### src/rtl/mem_stage.sv
// ---------------------------------------------------------------------------
// mem_stage
//
// Memory stage of the 5-stage pipeline. It sits between the EX/MEM and
// MEM/WB pipeline registers. ALU-only instructions pass straight through to
// writeback with one cycle of latency. Loads and stores run a
// request/response transaction on the data-memory port. While a transaction
// is outstanding, the block stalls the upstream stages and feeds bubbles to
// writeback.
//
// Optional feature macro: MEM_TIMEOUT_EN
//   When defined, an access that spends TIMEOUT_CYCLES cycles in REQ without
//   a response is aborted. The aborted access retires as a non-writing
//   instruction and raises the sticky mem_err_o flag.
//   When undefined, there is no counter and no mem_err_o port.
//
// Parameters:
//   TIMEOUT_CYCLES  REQ cycles before an access is aborted. Only used with
//                   MEM_TIMEOUT_EN. The minimum value is 2.
//
// Ports:
//   clk            single clock, rising edge
//   rst_n          synchronous, active-low reset
//   ex_mem_i       EX/MEM register contents (ex_mem_t)
//   mem_wb_o       MEM/WB register (mem_wb_t), registered
//   mem_stall_o    holds EX/MEM and all earlier stages, combinational
//   dmem_req_o     data-memory request, registered
//   dmem_we_o      1 = store, 0 = load, registered
//   dmem_addr_o    word address (alu_result with [1:0] cleared), registered
//   dmem_wdata_o   store data (rs2), registered
//   dmem_rdata_i   load data, only looked at while dmem_rvalid_i = 1
//   dmem_rvalid_i  one-cycle response pulse: read-data valid and write ack
//   mem_err_o      sticky timeout flag (only with MEM_TIMEOUT_EN)
// ---------------------------------------------------------------------------

package mem_stage_pkg;

   // EX/MEM pipeline register, 74 bits
   typedef struct packed {
      logic        valid;
      logic [31:0] alu_result;
      logic [31:0] rs2_data;
      logic [4:0]  rd;
      logic        reg_write;
      logic        mem_read;
      logic        mem_write;
      logic        mem_to_reg;
   } ex_mem_t;

   // MEM/WB pipeline register, 39 bits
   typedef struct packed {
      logic        valid;
      logic [31:0] alu_or_mem_val;
      logic [4:0]  rd;
      logic        reg_write;
   } mem_wb_t;

endpackage

module mem_stage
   import mem_stage_pkg::*;
#(
   parameter int TIMEOUT_CYCLES = 16
) (
   input  logic        clk,
   input  logic        rst_n,
   input  ex_mem_t     ex_mem_i,
   output mem_wb_t     mem_wb_o,
   output logic        mem_stall_o,
   output logic        dmem_req_o,
   output logic        dmem_we_o,
   output logic [31:0] dmem_addr_o,
   output logic [31:0] dmem_wdata_o,
   input  logic [31:0] dmem_rdata_i,
   input  logic        dmem_rvalid_i
`ifdef MEM_TIMEOUT_EN
   ,
   output logic        mem_err_o
`endif
);

   typedef enum logic {
      IDLE,
      REQ
   } state_t;

   state_t      state;

   logic        mem_op;
   logic        op_is_store;

   logic [4:0]  req_rd;
   logic        req_reg_write;
   logic        req_mem_to_reg;

   // A memory op is any valid instruction that reads or writes memory.
   // When both mem_read and mem_write are set, the access is treated as a
   // load, so it is a store only when mem_read is clear.
   assign mem_op      = ex_mem_i.valid & (ex_mem_i.mem_read | ex_mem_i.mem_write);
   assign op_is_store = ex_mem_i.mem_write & ~ex_mem_i.mem_read;

   // mem_to_reg travels with the request so that the latched request is
   // complete. The load path, however, always returns read data, so nothing
   // downstream reads this bit.
   logic unused_mem_to_reg;
   assign unused_mem_to_reg = req_mem_to_reg;

`ifdef MEM_TIMEOUT_EN
   localparam int CNT_W = $clog2(TIMEOUT_CYCLES);

   logic [CNT_W-1:0] timeout_cnt;
   logic             timeout_hit;

   // The abort fires in the last allowed REQ cycle, but only when no
   // response arrives in that same cycle. A late response still wins.
   assign timeout_hit = (state == REQ) && !dmem_rvalid_i &&
                        (timeout_cnt == CNT_W'(TIMEOUT_CYCLES - 1));
`else
   logic [31:0] unused_timeout_cfg;
   assign unused_timeout_cfg = 32'(TIMEOUT_CYCLES);
`endif

   // Stall generation. In IDLE, a memory op holds upstream for the cycle in
   // which the request is launched. In REQ, upstream is held until the
   // response arrives. The stall drops in the response cycle itself, so the
   // next instruction moves into EX/MEM on the same edge on which this one
   // retires. An aborted access also retires, so the stall releases in the
   // timeout cycle too. Otherwise the dead op would be relaunched from IDLE.
   always_comb begin
      mem_stall_o = 1'b0;
      case (state)
         IDLE: mem_stall_o = mem_op;
         REQ: begin
`ifdef MEM_TIMEOUT_EN
            mem_stall_o = !dmem_rvalid_i && !timeout_hit;
`else
            mem_stall_o = !dmem_rvalid_i;
`endif
         end
         default: mem_stall_o = 1'b0;
      endcase
   end

   // Main FSM, together with every registered output. In IDLE, it either
   // passes an ALU result through to MEM/WB or latches a memory request and
   // moves to REQ with a bubble going to writeback. In REQ, the request
   // fields are held stable until the response arrives. The instruction then
   // retires on the following edge: loads carry the read data and stores
   // carry their address with the register write suppressed. Reset drops any
   // outstanding transaction without a writeback. A response seen in IDLE,
   // for example one that arrives after a reset, is simply ignored.
   always_ff @(posedge clk) begin
      if (!rst_n) begin
         state          <= IDLE;
         mem_wb_o       <= '0;
         dmem_req_o     <= 1'b0;
         dmem_we_o      <= 1'b0;
         dmem_addr_o    <= '0;
         dmem_wdata_o   <= '0;
         req_rd         <= '0;
         req_reg_write  <= 1'b0;
         req_mem_to_reg <= 1'b0;
`ifdef MEM_TIMEOUT_EN
         timeout_cnt    <= '0;
         mem_err_o      <= 1'b0;
`endif
      end else begin
         case (state)
            IDLE: begin
               if (mem_op) begin
                  dmem_req_o     <= 1'b1;
                  dmem_we_o      <= op_is_store;
                  dmem_addr_o    <= {ex_mem_i.alu_result[31:2], 2'b00};
                  dmem_wdata_o   <= ex_mem_i.rs2_data;
                  req_rd         <= ex_mem_i.rd;
                  req_reg_write  <= ex_mem_i.reg_write;
                  req_mem_to_reg <= ex_mem_i.mem_to_reg;
                  mem_wb_o       <= '0;
                  state          <= REQ;
               end else begin
                  mem_wb_o.valid          <= ex_mem_i.valid;
                  mem_wb_o.alu_or_mem_val <= ex_mem_i.alu_result;
                  mem_wb_o.rd             <= ex_mem_i.rd;
                  mem_wb_o.reg_write      <= ex_mem_i.reg_write & ex_mem_i.valid;
               end
            end
            REQ: begin
               if (dmem_rvalid_i) begin
                  dmem_req_o     <= 1'b0;
                  state          <= IDLE;
                  mem_wb_o.valid <= 1'b1;
                  mem_wb_o.rd    <= req_rd;
                  if (dmem_we_o) begin
                     mem_wb_o.alu_or_mem_val <= dmem_addr_o;
                     mem_wb_o.reg_write      <= 1'b0;
                  end else begin
                     mem_wb_o.alu_or_mem_val <= dmem_rdata_i;
                     mem_wb_o.reg_write      <= req_reg_write;
                  end
`ifdef MEM_TIMEOUT_EN
               end else if (timeout_hit) begin
                  dmem_req_o              <= 1'b0;
                  state                   <= IDLE;
                  mem_wb_o.valid          <= 1'b1;
                  mem_wb_o.alu_or_mem_val <= '0;
                  mem_wb_o.rd             <= req_rd;
                  mem_wb_o.reg_write      <= 1'b0;
`endif
               end else begin
                  mem_wb_o <= '0;
               end
            end
            default: state <= IDLE;
         endcase

`ifdef MEM_TIMEOUT_EN
         // The counter sits at zero outside REQ, so it always starts from
         // zero on entry. It advances only on REQ cycles without a response.
         if (state == REQ && !dmem_rvalid_i && !timeout_hit) begin
            timeout_cnt <= timeout_cnt + 1'b1;
         end else begin
            timeout_cnt <= '0;
         end
         if (timeout_hit) begin
            mem_err_o <= 1'b1;
         end
`endif
      end
   end

endmodule

### config.mk
export PLATFORM = sky130hd
export DESIGN_NAME = mem_stage
export DESIGN_NICKNAME = d
export VERILOG_FILES = /design/src/rtl/mem_stage.sv
export SDC_FILE = /design/constraint.sdc
export NUM_CORES = 1
export LEC_CHECK = 0
export CAP_MARGIN = 30
export CORE_UTILIZATION = 40
export CTS_CLUSTER_SIZE = 28
export DETAILED_ROUTE_END_ITERATION = 16
export HOLD_SLACK_MARGIN = 0.08
export PLACE_DENSITY = 0.78
export SLEW_MARGIN = 10
export SYNTH_ARGS = -nofsm -noshare
export SYNTH_HDL_FRONTEND = slang
export SYNTH_SLANG_ARGS = --single-unit
### constraint.sdc
create_clock -name clk -period 1.25 [get_ports clk]
set_input_delay 0.25 -clock clk [delete_from_list [all_inputs] [get_ports clk]]
set_output_delay 0.25 -clock clk [all_outputs]
set_load 0.03 [all_outputs]
==> results.json <==
{
  "status": "finished with violations",
  "violations": "setup timing",
  "routabilityCongestion": 0.7672,
  "drt_iter0_markers": 147,
  "synthFlopType": "dfxtp_1",
  "reg2reg_to": "dmem_addr_o[25]",
  "ant_nets": 0,
  "holdPathEnd": "dmem_we_o",
  "drv_slew": 0,
  "wl_mm": 12.90,
  "dieArea_sq_um": 11360,
  "max_cap_violations": 0,
  "ys_types": 25,
  "min_path_type": "input port to flop",
  "path_max_fanout": 3,
  "crit_path_start_kind": "flop",
  "ir_drop_mv": 0.6744,
  "synth_edf_count": 0,
  "area_growth_pct": 59.01,
  "grt_pass1_vias": 3799,
  "final-setup-viol-count": 69,
  "cts.sinks": 110,
  "initial_core_util": 0.4183,
  "placed_cell_area_sq_um": 6529,
  "grt-ovfl-total": 0,
  "grt_max_degree": 59,
  "r2r_setup_slack_ns": -0.12,
  "rsz0062_at_grt": "yes",
  "cp.required_ns": 1.00,
  "drt_pass1_iterations": 4,
  "yosys_warnings": 0,
  "worstPathArrival_ns": 1.16,
  "syn_area_sq_um": 4377,
  "synth.avg_cell_area_sq_um": 9.992,
  "syn-instance-count": 438,
  "ys_ff_latch": 110,
  "period_minus_slack_ns": 1.406,
  "hold_violations": 0,
  "path_clk_slew_ns": 0.11,
  "worst-r2r-cell-count": 6,
  "viasPerCell": 4.887,
  "drc": 0,
  "synth_seq_area_share": 0.5031,
  "cts_max_level": 3,
  "ios": 215,
  "leakagePower_nw": 2.979,
  "cts-root-buf": "clkbuf_8",
  "wl_per_cell_um": 16.14,
  "fin_worst_skew_ns": 0.01474,
  "die_w_um": 106.6,
  "fin_nets": 767,
  "core.rowCount": 37,
  "path_class": "flop to primary output",
  "clkLatencyLatePin_ns": 0.37,
  "endpoint_kind": "primary output",
  "antenna_found_initial": 0,
  "finalCritPeriodShare": 1.125,
  "regToRegStartpoint": "state",
  "stdcell_area_sq_um": 6959,
  "cts_made_buffers": 9,
  "worst_slack_ns": -0.1557,
  "layout-drive-gt1-share": 0.2519,
  "vias": 3905,
  "coreArea_sq_um": 10460,
  "io_buffers": 211,
  "dieHeight_um": 106.6,
  "clockBufferDepth": 2,
  "grt_pass1_wl_mm": 19.18,
  "power.density_nw_per_um2": 1176,
  "track_usage": 0.2155,
  "power_mw": 8.182,
  "cts_hold_buf": 0,
  "diodes": 0,
  "dp_hpwl_mm": 8.608,
  "ys_async_sr_fraction": 0,
  "min_path_cells": 3,
  "fmax_ghz": 0.7114,
  "min-delay-start": "rst_n",
  "cts_tree": "done"
}
==> sequential cells by signal, indices dropped and copies added (netlist names) <==
name	count
mem_wb_o	39
state	1
dmem_wdata_o	32
req_reg_write	1
dmem_we_o	1
dmem_addr_o	30
req_rd	5
dmem_req_o	1
==> routing by layer <==
| metal | global-route usage | wire length [um] | up-vias |
|---|---|---|---|
| li1 | - | - | 1920 |
| met5 | 0 | 0 | - |
| met2 | 0.3816 | 6312 | 151 |
| met4 | 0.06067 | 137 | 0 |
| met3 | 0.04924 | 845 | 11 |
| met1 | 0.2601 | 5602 | 1823 |
==> critical path: stages (launching register included) <==
cell and delay [ns]:
dfxtp_2 0.35, nand2b_4 0.15, o22ai_4 0.14, buf_12 0.15
==> worst max path at each step <==
stage,start,cells past startpoint,to
2_1_floorplan,state,3,state
3_3_place_gp,ex_mem_i[73],6,dmem_wdata_o[3]
3_5_place_dp,ex_mem_i[73],6,dmem_wdata_o[23]
4_1_cts,state,3,mem_stall_o
5_1_grt,state,3,mem_stall_o
6_report,state,3,mem_stall_o
==> Yosys cell counts, types with 2 or more instances <==
cell type / instances / share of area
nor2_1: 2 / 0.0017
a21oi_1: 2 / 0.0023
buf_4: 8 / 0.014
a22o_1: 7 / 0.014
clkbuf_1: 4 / 0.0034
buf_6: 4 / 0.010
o2bb2ai_1: 31 / 0.062
inv_1: 2 / 0.0017
nand2_1: 138 / 0.12
mux2i_1: 98 / 0.22
dfxtp_1: 110 / 0.50
buf_2: 19 / 0.022
==> layout make-up <==
| cell class | count | area (sq um) |
|---|---|---|
| clock buffers | 10 | 127.6 |
| clock inverters | 6 | 77.57 |
| multi-input cells | 291 | 1969 |
| flip-flops and latches | 110 | 2213 |
| repair buffers | 244 | 2394 |
| fillers | 861 | 3503 |
| well taps | 136 | 170.2 |
| inverters | 2 | 7.507 |
==> metrics by stage <==
step | hold WS (ns) | util | TNS (ns) | instances | setup slack (ns)
floorplan | 0.3368 | - | 0 | 439 | 0.006006
global placement | 0.4422 | 0.6240 | -34.88 | 764 | -0.3765
detailed placement | 0.4426 | 0.6240 | -37.75 | 764 | -0.4425
CTS | 0.1742 | 0.6606 | -5.084 | 795 | -0.1711
global route | 0.2082 | 0.6652 | -10.05 | 799 | -0.2144
finish | 0.2034 | 0.6652 | -5.208 | 799 | -0.1557
==> timing repair <==
action,4_1_cts,5_1_grt
gates cloned,3,7
buffers inserted,12,0
setup endpoints to repair,49,105
gates resized for setup,103,31
hold endpoints to repair,0,0
pin swaps,2,0
==> report_power, final <==
part	switching, mW	internal [mW]	total (mW)
combinational	1.03	1.03	2.06
sequential	0.140	3.74	3.88
clock	1.28	0.968	2.25
==> cell families (layout without fill, tap and decap cells) <==
group,after synthesis,in the layout,synth area share
flops,110,110,0.5031
other cells,1,2,0.0008568
simple gates,147,147,0.1327
mux,98,98,0.2241
buf+inv,38,262,0.05431
compound gates,44,44,0.08491
==> cell usage in the layout, fill, tap and decap left out, types with 5 or more instances in the layout <==
| master | instances |
|---|---|
| nand2_1 | 138 |
| dfxtp_1 | 103 |
| clkdlybuf4s50_1 | 103 |
| mux2i_1 | 96 |
| buf_4 | 85 |
| o2bb2ai_1 | 31 |
| buf_2 | 21 |
| buf_12 | 16 |
| clkbuf_8 | 9 |
| buf_6 | 8 |
| a22o_1 | 7 |
| dfxtp_2 | 6 |
| clkbuf_16 | 5 |
Power figures use the tool's default switching activity.
